[src/rtl/branch_predictor_gshare.sv]
// rtl/branch_predictor_gshare.sv - gshare/bimodal branch predictor with saturating counters
module branch_predictor_gshare #(
    parameter int INDEX_W = 5,
    parameter int CTR_W   = 2,
    parameter int GHR_W   = 5,
    parameter int GSHARE  = 1,
    parameter int STAT_W  = 16
) (
    input  logic               clk,
    input  logic               arst,
    input  logic               lk_valid,
    input  logic [INDEX_W-1:0] lk_idx,
    output logic               pred_valid,
    output logic               pred_taken,
    output logic [GHR_W-1:0]   pred_ghr,
    input  logic               upd_valid,
    input  logic [INDEX_W-1:0] upd_idx,
    input  logic [GHR_W-1:0]   upd_ghr,
    input  logic               upd_taken,
    input  logic               upd_pred,
    output logic [GHR_W-1:0]   ghr,
    output logic [STAT_W-1:0]  mispred_cnt
);

    localparam int               DEPTH    = 1 << INDEX_W;
    localparam logic [CTR_W-1:0] CTR_INIT = {1'b0, {(CTR_W-1){1'b1}}};
    localparam logic [CTR_W-1:0] CTR_MAX  = {CTR_W{1'b1}};
    localparam logic [STAT_W-1:0] STAT_MAX = {STAT_W{1'b1}};

    logic [CTR_W-1:0]   ctr_q [DEPTH];
    logic [INDEX_W-1:0] lk_ghr_ext;
    logic [INDEX_W-1:0] upd_ghr_ext;
    logic [INDEX_W-1:0] lk_index;
    logic [INDEX_W-1:0] upd_index;
    logic [CTR_W-1:0]   upd_ctr_cur;
    logic [CTR_W-1:0]   upd_ctr_next;
    logic [CTR_W-1:0]   lk_ctr;
    logic [GHR_W-1:0]   ghr_next;

    // Zero-extend both history values to index width and form the table indices
    always_comb begin
        lk_ghr_ext                = '0;
        upd_ghr_ext               = '0;
        lk_ghr_ext[GHR_W-1:0]     = ghr;
        upd_ghr_ext[GHR_W-1:0]    = upd_ghr;
        if (GSHARE != 0) begin
            lk_index  = lk_idx ^ lk_ghr_ext;
            upd_index = upd_idx ^ upd_ghr_ext;
        end else begin
            lk_index  = lk_idx;
            upd_index = upd_idx;
        end
    end

    // Saturating counter step for the entry being trained
    always_comb begin
        upd_ctr_cur  = ctr_q[upd_index];
        upd_ctr_next = upd_ctr_cur;
        if (upd_taken) begin
            if (upd_ctr_cur != CTR_MAX) begin
                upd_ctr_next = upd_ctr_cur + 1'b1;
            end
        end else begin
            if (upd_ctr_cur != '0) begin
                upd_ctr_next = upd_ctr_cur - 1'b1;
            end
        end
    end

    // Write-through bypass: a lookup hitting the entry being trained sees the new value
    always_comb begin
        if (upd_valid && (upd_index == lk_index)) begin
            lk_ctr = upd_ctr_next;
        end else begin
            lk_ctr = ctr_q[lk_index];
        end
    end

    // Shift the resolved outcome into the history
    generate
        if (GHR_W == 1) begin : g_ghr_one
            assign ghr_next = upd_taken;
        end else begin : g_ghr_multi
            assign ghr_next = {ghr[GHR_W-2:0], upd_taken};
        end
    endgenerate

    // Counter table: reset to weakly-not-taken, train on resolved branches
    always_ff @(posedge clk or posedge arst) begin
        if (arst) begin
            for (int i = 0; i < DEPTH; i++) begin
                ctr_q[i] <= CTR_INIT;
            end
        end else if (upd_valid) begin
            ctr_q[upd_index] <= upd_ctr_next;
        end
    end

    // Registered prediction; taken/ghr hold while no lookup is issued
    always_ff @(posedge clk or posedge arst) begin
        if (arst) begin
            pred_valid <= 1'b0;
            pred_taken <= 1'b0;
            pred_ghr   <= '0;
        end else begin
            pred_valid <= lk_valid;
            if (lk_valid) begin
                pred_taken <= lk_ctr[CTR_W-1];
                pred_ghr   <= ghr;
            end
        end
    end

    // Non-speculative history and saturating misprediction count
    always_ff @(posedge clk or posedge arst) begin
        if (arst) begin
            ghr         <= '0;
            mispred_cnt <= '0;
        end else if (upd_valid) begin
            ghr <= ghr_next;
            if ((upd_pred != upd_taken) && (mispred_cnt != STAT_MAX)) begin
                mispred_cnt <= mispred_cnt + 1'b1;
            end
        end
    end

endmodule

[config.mk]
export PLATFORM = sky130hd
export DESIGN_NAME = branch_predictor_gshare
export DESIGN_NICKNAME = d
export VERILOG_FILES = /design/src/rtl/branch_predictor_gshare.sv
export SDC_FILE = /design/constraint.sdc
export NUM_CORES = 1
export LEC_CHECK = 0
export CAP_MARGIN = 15
export CORE_UTILIZATION = 25
export DETAILED_ROUTE_END_ITERATION = 7
export PLACE_DENSITY = 0.47
export SETUP_SLACK_MARGIN = 0.3
export SLEW_MARGIN = 20
export SYNTH_ARGS = -nofsm -noshare
export SYNTH_HDL_FRONTEND = slang
export SYNTH_SLANG_ARGS = --single-unit
[constraint.sdc]
create_clock -name clk -period 5.6 [get_ports clk]
set_input_delay 1.12 -clock clk [delete_from_list [all_inputs] [get_ports clk]]
set_output_delay 1.12 -clock clk [all_outputs]
set_load 0.005 [all_outputs]
==> metrics.txt, run 1 <==
status finished clean; Post-CTS Setup Inserts 0; CTS Buf Count 9; Total GRT Usage 0.141; CP startpoint kind input port; number of global-route vias before repair 4,291; pin count of the biggest net entering global routing 54; remaining antenna violation count 0; DR vias/cell 4.88; endpoint class of the critical path flip-flop; Setup WS pre-CTS 0.651 ns; Mapped Avg Cell Area 9.88 sq um; initial antenna violation count 0; Nets 597; worst skew pair latency 0.35 ns; Inserted Diodes 0; internal power 0.00179 W; cts hold-fix bufs 0; Mapped Nets 547; Seq cells post-synth 92; final setup violation count 0; leading area contributor after synthesis dfrtp_1; Distinct cells, synth 45; minimum clock period 4.60 ns; post-synthesis sequential area ratio 0.452; crit path DAT 4.80 ns; Crit path required time 5.80 ns; Setup TNS 0 ns; Sw Share 0.346; Hold Vio Cnt, Final 0; std cell rows 52; Layout area overhead 21.8%; PostCTS Resize Cnt 0; total number of vias 4,150; Final Wtd Congestion 0.774; Starting Density 0.255; Sink Count 92; DR WL/cell 16.8 um; number of buffers added on ports 48; First-pass DRT Iterations 5; Sequential Power Share 0.430; CP max FO 25; depth of the CTS H-tree 3; design area 6310 sq um; number of fill cells 2,126; Psw 0.000945 W; CTS tree yes; Total Wirelength 14.3 mm; detailed placer's ending HPWL 9.92 mm; clock group share of total power 0.228; first-pass GRT wire length 23.6 mm; Ports 49; Root Buffer clkbuf_16; Async SR Flop Fraction 1.00; Commonest cells post-synth 107 x nand2_1, 89 x nor2_1, 60 x dfrtp_1; final worst slack 0.998 ns; Worst Tran Pin Value 0.983 ns; Slew HR 0.343; 1st-iter DRT viols 288; die extent in x 146 um; Worst Skew 0.00690 ns; Worst Hold Class flip-flop to flip-flop; pwr dens 433 nW/um^2; Hold WS 0.474 ns; most common cell in the synthesized netlist nand2_1; Achievable Freq 217 MHz; peak supply drop 0.105 mV; Setup CP Type input port to flip-flop; yosys warns 0; main area contributors after synthesis dfrtp_1 29%, dfstp_2 16%, nand2_1 7.7%; share of cells above drive strength 1 0.210; area post-placement 6010 sq um; P_leak 2.40 nW; DRC viols 0; Slew Viols, Final 0; Synth Instances 525; Synth top area share 0.290; Max Cap Viol 0; Clock Pin Slew Worst Setup and Hold Paths 0.07 ns; grt ovf 0; Top FF cell, synth dfrtp_1; CORE AREA 20,300 sq um; synthesized area 5180 sq um; Comb pwr share 0.342; crit share post-route 0.822; die height 146 um; Post-synth EDFFs 0; die area 21,300 sq um; RSZ-0062 raised after global routing false; Max Buffers Root-to-Sink 2
## sequential cells by signal, summed over array words and instances (netlist names)
name and flops:
ctr_q 64, mispred_cnt 16, ghr 5, pred_ghr 5
pred_taken 1, pred_valid 1
## logic make-up after synthesis
| kind of cell | count (synthesis) | synth area share |
|---|---|---|
| AND/OR/NAND/NOR | 231 | 0.183 |
| AO/OA/AOI/OAI | 96 | 0.162 |
| adder cells (fa/ha/maj) | 1 | 0.00241 |
| buffers and inverters | 24 | 0.0253 |
| flip-flops | 92 | 0.452 |
| multiplexers | 45 | 0.112 |
| XOR/XNOR | 36 | 0.0637 |
## routing by layer
layer | global-route usage | wire [um]
met2 | 0.232 | 6820
met5 | 0 | 0
met1 | 0.182 | 6530
met4 | 0.0625 | 314
met3 | 0.0263 | 634
## cells in the final DEF (no fill, tap or decap), drive strengths merged, types with 9 or more instances in the layout
master	count
mux2	14
nand3	11
dfrtp	60
xor2	15
nand2	107
mux2i	22
clkdlybuf4s50	48
clkbuf	12
xnor2	21
a31oi	33
o31ai	33
dfstp	32
mux4	9
nor2	89
buf	13
## critical path: stages
cell and delay, ns:
clkdlybuf4s50_1 0.50, xnor2_2 0.77, buf_4 0.31, mux2_2 0.36, a32o_1 0.26, a311oi_1 0.29
o21ai_1 0.22, o31ai_4 0.42, buf_4 0.38, a41oi_1 0.16
## path summary, 6_finish.rpt
kind	startpoint	end	slack (ns)	cells after the start
worst max-delay path	upd_ghr[1]	pred_taken	1.0	10
worst min-delay path	ctr_q[62]	ctr_q[62]	0.47	2
worst max register to register	ctr_q[54]	pred_taken	3.03	7
worst min register to register	ctr_q[62]	ctr_q[62]	0.47	2
max in group asynchronous	arst	ctr_q[54]	3.26	3
min in group asynchronous	arst	pred_ghr[1]	1.27	2
## power by group through the flow
stage                     Combinational, W  Clock (W)  Sequential, W
after detailed placement          0.000941          0        0.00119
after global placement            0.000921          0        0.00118
final                             0.000935   0.000622        0.00117
after CTS                         0.000943   0.000650        0.00118
after global routing               0.00103   0.000676        0.00121
after floorplan                   0.000663          0        0.00112
## final cells by class
type                            instances  area [sq um]  area share
Clock buffer                           12           246      0.0390
Clock inverter                          4          50.0     0.00793
Inverter                                2          8.76     0.00139
Multi-Input combinational cell        409          2750       0.436
Sequential cell                        92          2340       0.371
Tap cell                              270           338      0.0535
Timing Repair Buffer                   61           578      0.0915
## per-stage QoR
step                      instances  utilization  total power (W)
final                           850        0.311          0.00273
after global routing            850        0.311          0.00292
after CTS                       850        0.311          0.00277
after detailed placement        834        0.296          0.00213
after global placement          834        0.296          0.00210
after floorplan                 525            -          0.00179
Power figures use the tool's default switching activity.
==> run 2, diff against run 1 <==
--- a/config.mk
+++ b/config.mk
@@ -8,7 +8,7 @@
 export CAP_MARGIN = 15
 export CORE_UTILIZATION = 25
 export DETAILED_ROUTE_END_ITERATION = 7
-export PLACE_DENSITY = 0.47
+export PLACE_DENSITY = 0.49
 export SETUP_SLACK_MARGIN = 0.3
 export SLEW_MARGIN = 20
 export SYNTH_ARGS = -nofsm -noshare
==> constraint.sdc (replaced) <==
create_clock -name clk -period 3.88 [get_ports clk]
set_input_delay 0.776 -clock clk [delete_from_list [all_inputs] [get_ports clk]]
set_output_delay 0.776 -clock clk [all_outputs]
set_load 0.005 [all_outputs]
==> run 2 against run 1 <==
- hold slack worse by 0.0016 ns
- register-to-register slack worse by 1.5 ns
- count of clock-buffer cells in the layout unchanged
- sequential share of layout area down 0.83 points
- non-clock buffer count up 9
- setup slack worse by 0.39 ns
- core utilization up 0.71 points
- largest cell class unchanged
- largest power group unchanged
==> metrics.txt, run 2 (same netlist as run 1, synthesis figures left out) <==
CP peak stage delay 0.50 ns; peak supply drop 0.199 mV; die area 21,300 sq um; Max Cap Viol 0; Sequential Power Share 0.424; endpoint class of the critical path flip-flop; commonest non-fill, non-tap cell in the layout nand2_1; filler-free cell count of the finished design 859; Ports 49; Total Wirelength 13.8 mm; Slew Viols, Final 0; internal power 0.00263 W; FF-to-FF Start ghr[0]; number of buffers added on ports 48; max reg flops 64; DRC viols 0; CP max FO 32; crit share post-route 0.844; most used cell, CP buf_12; Max Buffers Root-to-Sink 2; Post-CTS Setup Inserts 0; FF-to-FF path depth 8; Worst Tran Pin Value 0.808 ns; number of global-route vias before repair 4,312; DR top layer met4; Starting Density 0.255; worst path cell trace clkdlybuf4s50_1, xnor2_2, buf_12, mux2_2, a32o_1, a311oi_1, o21a_1, a31oi_4, buf_12, o31ai_1; Setup TNS 0 ns; final worst slack 0.603 ns; cts hold-fix bufs 0; 1st-iter DRT viols 296; placed cells 843; Comb pwr share 0.350; slowest stage cell, crit path clkdlybuf4s50_1; wl on met1 6.69 mm; remaining antenna violation count 0; crit path DAT 3.53 ns; initial antenna violation count 0; Psw 0.00135 W; Sink Count 92; die extent in x 146 um; Crit path required time 4.13 ns; Setup WS pre-CTS 0.277 ns; Hold Crit Depth 2; minimum clock period 3.28 ns; commonest cells after routing, fill and taps aside 107 x nand2_1, 89 x nor2_1, 60 x dfrtp_1, 48 x clkdlybuf4s50_1; Inserted Diodes 0; register area 2340 sq um; Worst Hold Endpoint ctr_q[62]; Worst Hold Class flip-flop to flip-flop; share of cells above drive strength 1 0.221; Worst Skew 0.0108 ns; first-pass GRT wire length 23.4 mm; CP delay by family, top compound AO/OA/AOI/OAI gates; clock group share of total power 0.226; Root Buffer clkbuf_16; Buf/Inv on CP 3; status finished clean; Sw Share 0.338; Achievable Freq 305 MHz; RSZ-0062 raised after global routing false; Hold Path Origin ctr_q[62]; final setup violation count 0; Biggest register ctr_q; total number of vias 4,178; Clock Pin Slew Worst Setup and Hold Paths 0.06 ns; worst skew pair latency 0.35 ns; CTS tree yes; std cell rows 52; pwr dens 616 nW/um^2; Final Wtd Congestion 0.833; P_leak 2.47 nW; Worst R2R End pred_taken; Layout area overhead 24.6%; detailed placer's ending HPWL 9.64 mm; pin count of the biggest net entering global routing 55; Nets 606; Slew HR 0.459; grt ovf 0; Levels on crit path 10; CTS Buf Count 9; FF-to-FF setup slack 1.52 ns; CORE AREA 20,300 sq um; die height 146 um; Hold Vio Cnt, Final 0; depth of the CTS H-tree 3; First-pass DRT Iterations 5; Met3 Wirelength 765 um; Largest regs ctr_q: 64 flops, mispred_cnt: 16 flops; CP startpoint kind input port; multi-input combinational cell area 2740 sq um; Total GRT Usage 0.140; number of fill cells 2,110; DR vias/cell 4.86; PostCTS Resize Cnt 0; Setup CP Type input port to flip-flop; metal2 WL 6.10 mm; DR WL/cell 16.1 um
## run 2: cell types whose count changed in the layout (fill, tap and decap cells not counted), sizes merged
cell / previous run / this run
buf: 13 / 22
inv: 1 / 2
clkinv: 2 / 1
## run 2: worst max path at each step
stage	end	slack, ns	start
after floorplan	ctr_q[11]	0.76	arst
after global placement	pred_taken	0.29	upd_ghr[1]
after detailed placement	pred_taken	0.28	upd_ghr[1]
after CTS	ctr_q[54]	0.63	upd_ghr[1]
after global routing	ctr_q[62]	0.40	upd_ghr[1]
final	ctr_q[60]	0.60	upd_ghr[1]
## run 2: cell type report
type                    count  share of cell area
repair buffers             70               0.112
flip-flops and latches     92               0.363
well taps                 270              0.0523
clock buffers              12              0.0397
clock inverters             4             0.00755
inverters                   2             0.00155
multi-input cells         409               0.425
## run 2: through the flow
stage                     hold slack, ns  total power (W)  cell area (sq um)   util
after floorplan                    0.448          0.00258               5180      -
after global placement             0.459          0.00307               6150  0.303
after detailed placement           0.462          0.00310               6150  0.303
after CTS                          0.472          0.00402               6460  0.318
after global routing               0.487          0.00426               6460  0.318
final                              0.472          0.00398               6460  0.318
## run 2: power groups by stage
stage          Combinational (W)  Clock [W]  Sequential (W)
3_3_place_gp             0.00137          0         0.00169
4_1_cts                  0.00140   0.000923         0.00169
5_1_grt                  0.00154   0.000965         0.00175
2_1_floorplan           0.000957          0         0.00162
6_report                 0.00139   0.000900         0.00169
3_5_place_dp             0.00140          0         0.00171
## run 2: layer usage
metal,up-vias,GRT usage
met2,147,0.216
met4,0,0.0547
met3,17,0.0244
met1,2016,0.195
met5,-,0
li1,1998,-
## run 2: worst min-delay path, cell delays in order (launching register included)
cell	delay, ns
dfstp_2	0.37
nand2_1	0.05
o31ai_1	0.05
